===== config.mk =====
export PLATFORM = sky130hd
export DESIGN_NAME = instruction_fetch
export DESIGN_NICKNAME = d
export VERILOG_FILES = /design/src/rtl/instruction_fetch_pkg.sv /design/src/rtl/instruction_fetch_if_id_reg.sv /design/src/rtl/instruction_fetch.sv
export SDC_FILE = /design/constraint.sdc
export NUM_CORES = 1
export LEC_CHECK = 0
export ABC_CLOCK_PERIOD_IN_PS = 2100
export CORE_ASPECT_RATIO = 1.2
export CORE_MARGIN = 8
export CORE_UTILIZATION = 45
export DETAILED_ROUTE_END_ITERATION = 7
export PLACE_DENSITY = 0.72
export SYNTH_ARGS = -nofsm -noshare
export SYNTH_HDL_FRONTEND = slang
export SYNTH_SLANG_ARGS = --single-unit

===== constraint.sdc =====
create_clock -name clk -period 2.1 [get_ports clk]
set_input_delay 0.315 -clock clk [delete_from_list [all_inputs] [get_ports clk]]
set_output_delay 0.315 -clock clk [all_outputs]
set_load 0.1 [all_outputs]

===== src/rtl/instruction_fetch_pkg.sv =====
// Shared fetch/decode definitions: bubble encoding, fetch FSM states and
// default address width.
package instruction_fetch_pkg;

    // Default PC / instruction-memory address width (word addressed).
    localparam int PC_W_DEFAULT = 32;

    // The decoder treats opcode 7'b000_0000 as NOP; the all-zero word is the
    // canonical bubble injected into IF/ID.
    localparam logic [6:0]  NOP_OPCODE = 7'b000_0000;
    localparam logic [31:0] NOP_INSTR  = {25'd0, NOP_OPCODE};

    // REQ   : request outstanding (or about to be issued) at pc.
    // HOLD  : word fetched during a stall is parked in the buffer, no request.
    // DRAIN : request at the old pc is still outstanding after a redirect;
    //         its response must be swallowed before fetching from tgt.
    typedef enum logic [1:0] {
        ST_REQ   = 2'd0,
        ST_HOLD  = 2'd1,
        ST_DRAIN = 2'd2
    } fetch_state_t;

endpackage


===== src/rtl/instruction_fetch_if_id_reg.sv =====
// IF/ID pipeline register: IR, PC+1 and a valid flag for the decoder.
// Control priority: rst > bubble > load > hold.
module instruction_fetch_if_id_reg
    import instruction_fetch_pkg::*;
#(
    parameter int          PC_W   = PC_W_DEFAULT,
    parameter logic [31:0] NOP_IR = NOP_INSTR
) (
    input  logic            clk,
    input  logic            rst,
    input  logic            load,
    input  logic            bubble,
    input  logic [31:0]     ir_d,
    input  logic [PC_W-1:0] pc_1_d,
    output logic [31:0]     ir,
    output logic [PC_W-1:0] pc_1,
    output logic            ir_valid
);

    // Register update; a bubble replaces the instruction with NOP and clears
    // valid but leaves PC_1 alone, since nothing downstream uses it when
    // ir_valid=0.
    always_ff @(posedge clk) begin
        if (rst) begin
            ir       <= NOP_IR;
            pc_1     <= '0;
            ir_valid <= 1'b0;
        end else if (bubble) begin
            ir       <= NOP_IR;
            ir_valid <= 1'b0;
        end else if (load) begin
            ir       <= ir_d;
            pc_1     <= pc_1_d;
            ir_valid <= 1'b1;
        end
    end

endmodule


===== src/rtl/instruction_fetch.sv =====
// Instruction fetch stage: owns the PC, talks to instruction memory over a
// req/ack handshake and fills the IF/ID register for decode.
//
// Memory handshake: imem_req=1 presents imem_addr; the address is held
// constant until imem_ack=1, which may arrive in the same cycle as the
// request or any number of cycles later. imem_ack/imem_rdata are only
// meaningful while imem_req=1. At most one request is outstanding.
//
// Per-cycle priority: rst > redirect > stall > normal fetch.
module instruction_fetch
    import instruction_fetch_pkg::*;
#(
    parameter int               PC_W     = PC_W_DEFAULT,
    parameter logic [PC_W-1:0]  RESET_PC = '0,
    parameter logic [31:0]      NOP_IR   = NOP_INSTR
) (
    input  logic            clk,
    input  logic            rst,
    input  logic            stall,
    input  logic            redirect,
    input  logic [PC_W-1:0] redirect_pc,
    output logic            imem_req,
    output logic [PC_W-1:0] imem_addr,
    input  logic            imem_ack,
    input  logic [31:0]     imem_rdata,
    output logic [31:0]     IR,
    output logic [PC_W-1:0] PC_1,
    output logic            ir_valid,
    output fetch_state_t    fetch_state
);

    localparam logic [PC_W-1:0] PC_ONE = {{(PC_W-1){1'b0}}, 1'b1};

    fetch_state_t    state, state_nxt;
    logic [PC_W-1:0] pc, pc_nxt;
    logic [PC_W-1:0] tgt, tgt_nxt;
    logic [31:0]     buf_ir, buf_ir_nxt;
    logic [PC_W-1:0] buf_pc, buf_pc_nxt;
    logic [PC_W-1:0] pc_inc;

    logic            ifid_load;
    logic            ifid_bubble;
    logic [31:0]     ifid_ir_d;
    logic [PC_W-1:0] ifid_pc_1_d;

    // Wraps modulo 2^PC_W without any flag.
    assign pc_inc = pc + PC_ONE;

    // Memory request: addressed at pc in REQ and DRAIN, idle in HOLD and
    // whenever reset is asserted.
    assign imem_req    = !rst && (state != ST_HOLD);
    assign imem_addr   = pc;
    assign fetch_state = state;

    // FSM, PC, redirect target and stall buffer registers.
    always_ff @(posedge clk) begin
        if (rst) begin
            state  <= ST_REQ;
            pc     <= RESET_PC;
            tgt    <= '0;
            buf_ir <= NOP_IR;
            buf_pc <= '0;
        end else begin
            state  <= state_nxt;
            pc     <= pc_nxt;
            tgt    <= tgt_nxt;
            buf_ir <= buf_ir_nxt;
            buf_pc <= buf_pc_nxt;
        end
    end

    // Next-state, PC update and IF/ID control.
    always_comb begin
        state_nxt   = state;
        pc_nxt      = pc;
        tgt_nxt     = tgt;
        buf_ir_nxt  = buf_ir;
        buf_pc_nxt  = buf_pc;
        ifid_load   = 1'b0;
        ifid_bubble = 1'b0;
        ifid_ir_d   = imem_rdata;
        ifid_pc_1_d = pc_inc;

        case (state)
            ST_REQ: begin
                if (redirect) begin
                    // Decode holds a wrong-path instruction: squash it.
                    ifid_bubble = 1'b1;
                    if (imem_ack) begin
                        pc_nxt = redirect_pc;
                    end else begin
                        tgt_nxt   = redirect_pc;
                        state_nxt = ST_DRAIN;
                    end
                end else if (imem_ack) begin
                    pc_nxt = pc_inc;
                    if (!stall) begin
                        ifid_load = 1'b1;
                    end else begin
                        // Decode cannot take the word yet; park it.
                        buf_ir_nxt = imem_rdata;
                        buf_pc_nxt = pc_inc;
                        state_nxt  = ST_HOLD;
                    end
                end else if (!stall) begin
                    ifid_bubble = 1'b1;
                end
            end

            ST_HOLD: begin
                if (redirect) begin
                    ifid_bubble = 1'b1;
                    pc_nxt      = redirect_pc;
                    state_nxt   = ST_REQ;
                end else if (!stall) begin
                    ifid_load   = 1'b1;
                    ifid_ir_d   = buf_ir;
                    ifid_pc_1_d = buf_pc;
                    state_nxt   = ST_REQ;
                end
            end

            ST_DRAIN: begin
                ifid_bubble = redirect || !stall;
                if (redirect) begin
                    tgt_nxt = redirect_pc;
                end
                if (imem_ack) begin
                    // Stale response: drop the data, restart at the target.
                    pc_nxt    = redirect ? redirect_pc : tgt;
                    state_nxt = ST_REQ;
                end
            end

            default: begin
                state_nxt = ST_REQ;
            end
        endcase
    end

    instruction_fetch_if_id_reg #(
        .PC_W   (PC_W),
        .NOP_IR (NOP_IR)
    ) u_if_id_reg (
        .clk      (clk),
        .rst      (rst),
        .load     (ifid_load),
        .bubble   (ifid_bubble),
        .ir_d     (ifid_ir_d),
        .pc_1_d   (ifid_pc_1_d),
        .ir       (IR),
        .pc_1     (PC_1),
        .ir_valid (ir_valid)
    );

endmodule


**Word-level counts from Yosys, hierarchy flattened**

Index checks and enable logic that the tools add are counted.

- Input bits: 69
- Word-level logic and storage cells: 69
- Output and inout bits: 100
- Bits in registers: 195

- Mux-type cells: 33
- Bitwise gates (word level): 2
- Equality and inequality tests: 12
- Reductions and logical operators: 13
- $add $sub $neg: 1

Operator list:

| operator | number |
|---|---|
| $mux W32 | 14 |
| $pmux W32 S3 | 1 |
| $pmux W32 S2 | 1 |
| $add A32 B1 Y32 const B | 1 |
| $mux W2 | 7 |
| $ne A3 B3 Y1 const B | 4 |
| $ne A2 B2 Y1 const B | 5 |
| $mux W1 | 7 |
| $pmux W2 S3 | 1 |
| $reduce_and A3 Y1 | 2 |
| $reduce_and A5 Y1 | 1 |
| $reduce_and A4 Y1 | 1 |
| $pmux W1 S3 | 1 |
| $reduce_bool A3 Y1 | 1 |
| $eq A2 B1 Y1 const B | 1 |
| $eq A2 B2 Y1 const B | 1 |
| $logic_not A1 Y1 | 2 |
| $logic_not A2 Y1 | 1 |
| $ne A2 B1 Y1 const B | 1 |
| $not A1 Y1 | 2 |
| $pmux W1 S2 | 1 |
| $reduce_and A2 Y1 | 1 |
| $reduce_bool A2 Y1 | 1 |
| $reduce_or A2 Y1 | 1 |
| other kinds (2) | 2 |

**Longest topological paths before layout**

- Word-level depth: 6
- Gate-level depth with buffers: 10
- Depth with buffers taken out: 7

**Modules after synthesis**

Synthesis repeated with hierarchy kept, for this count alone.

- Cell total of the unflattened synthesis: 1211
- Area, all modules: 10009.6 um2

By module, submodules not included:

| module | seq. area each (um2) | times used | cells an instance | area each (um2) |
|---|---|---|---|---|
| instruction_fetch | 2602.5 | 1 | 958 | 7325.8 |
| instruction_fetch_if_id_reg | 1301.2 | 1 | 253 | 2683.8 |

**Worst setup path after synthesis**

Ideal clock, no wire load.

- Path kind: flip-flop to output port
- Start: register state[1], in the netlist fetch_state[1]
- End: output port imem_req
- Data arrival time: 3340 ps
- Path buffers: 3
- Required time: 1785 ps
- Cell stages (with the launch flop): 7
- Slack: -1555 ps
- Cells stage by stage: dfxtp_1 > inv_1 > ha_1 > clkbuf_1 > clkbuf_1 > buf_1 > nor2_1

- Cells in the longest elaborated chain, start to end: 2

RTL lines:

| what | line | RTL |
|---|---|---|
| from (decl) | instruction_fetch.sv:34 | `fetch_state_t state, state_nxt;` |
| from (signal assigned) | instruction_fetch.sv:64 | `state <= state_nxt;` |
| $ne A2 B1 Y1 | instruction_fetch.sv:51 | `assign imem_req = !rst && (state != ST_HOLD);` |
| $logic_and A1 B1 Y1 | instruction_fetch.sv:51 |  |
| to (decl) | instruction_fetch.sv:22 | `output logic imem_req,` |

Every way passes these cells.

**Final worst setup path**

- Start: register pc[1], in the netlist imem_addr[1]
- End: register u_if_id_reg.pc_1[29]

- Cells in the longest elaborated chain, start to end: 4

RTL lines:

| what | line | RTL |
|---|---|---|
| from (decl) | instruction_fetch.sv:35 | `logic [PC_W-1:0] pc, pc_nxt;` |
| from (signal assigned) | instruction_fetch.sv:65 | `pc <= pc_nxt;` |
| $add A32 B1 Y32 * | instruction_fetch.sv:47 | `assign pc_inc = pc + PC_ONE;` |
| $mux W32 | n/a |  |
| $mux W32 | instruction_fetch.sv:111 | `if (redirect) begin` |
| $mux W32 * | instruction_fetch.sv:84 | `case (state)` |
| to (signal assigned) | instruction_fetch_if_id_reg.sv:33 | `pc_1 <= pc_1_d;` |
| to (decl) | instruction_fetch_if_id_reg.sv:16 | `output logic [PC_W-1:0] pc_1,` |

Mark *: on every way between the ends. The rest lies on a longest branch, timed or not.
A chain may end at the register's enable or synchronous reset.

==> metrics <==
utilization after layout=63.0%; crit path DAT=2.44 ns; worst reg2reg setup slack=-0.01 ns; core area=21000 um^2; first-pass GRT wire length=approximately 50 mm; Peak VDD IR=0.671 mV; synthesis-stage register bit count=195; Die Height=176 um; Inst Count DP=1691; Switch Pwr=approximately 4.5 mW; power per cell area=861 nW/um^2; Total Nets Final=1525; Tcrit/Tclk final=101%; critical-path cell list=buf_6 > nand4_1 > or4_4 > buf_12 > o31a_1 > o21ai_1 > a31oi_1; Tmin final=2.11 ns; PortBufs=168; element type at the critical path end=flop; min-delay src=rst; Seq/Total Area, Yosys=40.4%; Lkg Pwr=4.94 nW; status=complete, but fails checks; total grt overflow=0; sequential cell fraction of total power=approximately 37%; met3 wire length=2.49 mm; Syn Area/Cell=about 8 um^2; Die ar.=26400 um^2; RSZ-0062 raised after global routing=true; Slew HR=66.7%; Filler Cells Inserted=roughly 1.8k; ratio of routed vias to standard cells=~5.7; WHS Path Cells=2; met2 WL=15.1 mm; vias in the first global route=9297; failing checks=setup timing; Bufs on Longest Clock Path=2; async set-or-reset flop fraction in the synthesized netlist=0%; WP buf/inv=2; CP peak stage delay=about 0.62 ns; Ports=169; kind of critical path=reg -> reg; 1st-iter DRT viols=between 900 and 1k; share of layout cells above drive strength 1=about a quarter; Setup WS post-layout=-0.0126 ns; top routing layer in use=met4; Routed wire per std cell=18.2 um; CTS sink cnt=195; Reg area=3980 um^2; RR Endpoint=u_if_id_reg.pc_1[29]; Clock power frac=28.7%; Sw Ratio=39.4%; Starting Density=45.9%; HP Class=in -> reg; Pwr Total=11.4 mW; Mapped Cells=about 1.2k; Synth cell types=between 70 and 80; post-DP HPWL=23.1 mm; antenna violations before repair=0; GRT Total Usage=23.4%; Combinational Power Share=approximately 34%; # hold bufs at CTS=0; synthesis-to-finish area growth=37.3%; CTS Root Cell=clkbuf_16; Multi-input gate area=5570 um^2; Routed Antenna Nets=0; Cell Area, Synth=9650 um^2; Worst-Margin Slew=0.498 ns; CTS Buf Count=17; Die Width=approximately 150 um; first drt pass iteration count=5; CTS tree=built; f_max=473 MHz; type of origin of the critical path=flop; largest net degree at the start of global routing=66; ant diodes=0; EDFF count, synth=0; fin. max-slew vios=0; crit-path max FO=5; Req. time, crit path=2.42 ns; Clock Latency Late Sink=0.44 ns; gp weighted congestion=slightly above 0.9; DR vias=about 9.9k; Internal Pwr Total=6.92 mW; Worst-path clk slew=0.08 ns; Synthesized Nets=between 1k and 1.5k; max cap viols=0; delay-heaviest family, CP=simple AND/OR/NAND/NOR gates; H-tree levels=4; Clock Skew=0.0145 ns; R2R depth=7; CP max-delay cell=or4_4; Post-route DRC=0; Synth Flop Type=dfxtp_1; worst slack at placement=-0.161 ns; setup violation total in the final timing report=1; final hold violation count=0; final non-filler cell total=1734; WL final=between 30 and 40 mm; r2r startpoint=imem_addr[1]; Met1 Routed Length=13.2 mm; Ys Warns=0; Worst Hold Endpoint=imem_addr[1]; Core Rows=58
[synth_stat cells (6+ instances only)]
library cell  instances  area [um^2]
a211o_1              11         96.3
a211oi_1             32          240
a21oi_1             113          566
a22o_1               16          140
a22oi_1              23          173
a31oi_1              11         68.8
and3_1                8         50.1
buf_1                11         41.3
clkbuf_1             91          342
dfxtp_1             195         3900
inv_1                10         37.5
mux2_2                6         67.6
nand2_1             198          743
nand2b_1              6         37.5
nand3_1              32          160
nand3b_1              6         45.0
nand4_1               6         37.5
nor2_1              161          604
nor3_1               67          335
nor4_1                7         43.8
o211ai_1              9         67.6
o21ai_0              39          195
o22a_1               32          280
o2bb2ai_1            13          114
xnor2_1              21          184
[metal layers]
layer  GRT usage, %  vias up
met5              0        -
met3           5.30       57
met4           8.09        0
met2           37.7      338
met1           30.1     4670
li1               -     4859
[through the flow]
| stage | setup TNS (ns) | area (um^2) | hold slack, ns |
|---|---|---|---|
| global placement | -2.70 | 12400 | 0.439 |
| detailed placement | -5.76 | 12400 | 0.445 |
| CTS | -0.0259 | 13000 | 0.260 |
| floorplan | -1.05 | 9990 | 0.434 |
| finish | -0.0126 | 13300 | 0.292 |
| global route | -0.224 | 13300 | 0.285 |
[placed cells by master (no fill, tap or decap), types with 7 or more instances in the layout]
master / instances
a211o_1: 11
a211oi_1: 31
a21oi_1: 111
a22o_1: 16
a22oi_1: 23
a31oi_1: 11
and3_1: 8
buf_12: 19
buf_4: 209
clkbuf_16: 19
clkdlybuf4s50_1: 67
dfxtp_1: 167
dfxtp_2: 10
dfxtp_4: 18
inv_1: 8
nand2_1: 198
nand3_1: 30
nor2_1: 156
nor3_1: 58
nor3_2: 8
nor3_4: 7
o211ai_1: 9
o21ai_0: 38
o22a_1: 32
o2bb2ai_1: 12
xnor2_1: 16
[sequential cells by signal, indices dropped and copies added, names as in the netlist]
signal,cells
buf_ir,32
buf_pc,32
imem_addr,32
tgt,32
u_if_id_reg.ir,32
u_if_id_reg.pc_1,32
fetch_state,2
u_if_id_reg.ir_valid,1
[final cells by class]
cell class / instances / share of cell area (%)
Inverter: 11 / 0.378
Clock buffer: 18 / 3.24
Tap cell: 270 / 2.55
Clock inverter: 14 / 1.19
Timing Repair Buffer: 302 / 20.6
Sequential cell: 195 / 30.0
Multi-Input combinational cell: 924 / 42.0
[what timing repair did]
item                       4_1_cts  5_1_grt
gates cloned                     0        2
setup buffers                    1        8
gates resized for setup          2       29
setup endpoints to repair        3       44
pin swaps                        1       10
[power by group through the flow]
stage                     sequential (mW)  combinational [mW]  clock, mW
after global placement               4.32                3.74          0
after CTS                            4.24                3.80       3.34
final                                4.26                3.88       3.28
after detailed placement             4.33                3.79          0
after floorplan                      5.37                1.46          0
after global routing                 4.30                4.12       3.47
[worst max-delay path by stage]
stage / depth (start not counted) / end / slack, ns / from
final: 7 / u_if_id_reg.pc_1[29] / -0.01 / imem_addr[1]
after global routing: 7 / u_if_id_reg.pc_1[29] / -0.08 / imem_addr[1]
after CTS: 7 / u_if_id_reg.pc_1[29] / -0.01 / imem_addr[1]
after detailed placement: 7 / u_if_id_reg.pc_1[16] / -0.16 / redirect
after global placement: 7 / u_if_id_reg.pc_1[16] / -0.13 / redirect
after floorplan: 7 / buf_pc[29] / -0.13 / imem_addr[11]
[logic make-up after synthesis]
logic type,count (synthesis),synth area share (%)
and+or+nand+nor,533,25.5
adders and majority gates,5,0.648
muxes,11,1.22
xor gates and xnor gates,25,2.27
DFF,195,40.4
buffers and inverters,121,4.96
AOI/OAI and AO/OA,350,24.9
No activity file was read; power rests on OpenSTA's default activity.
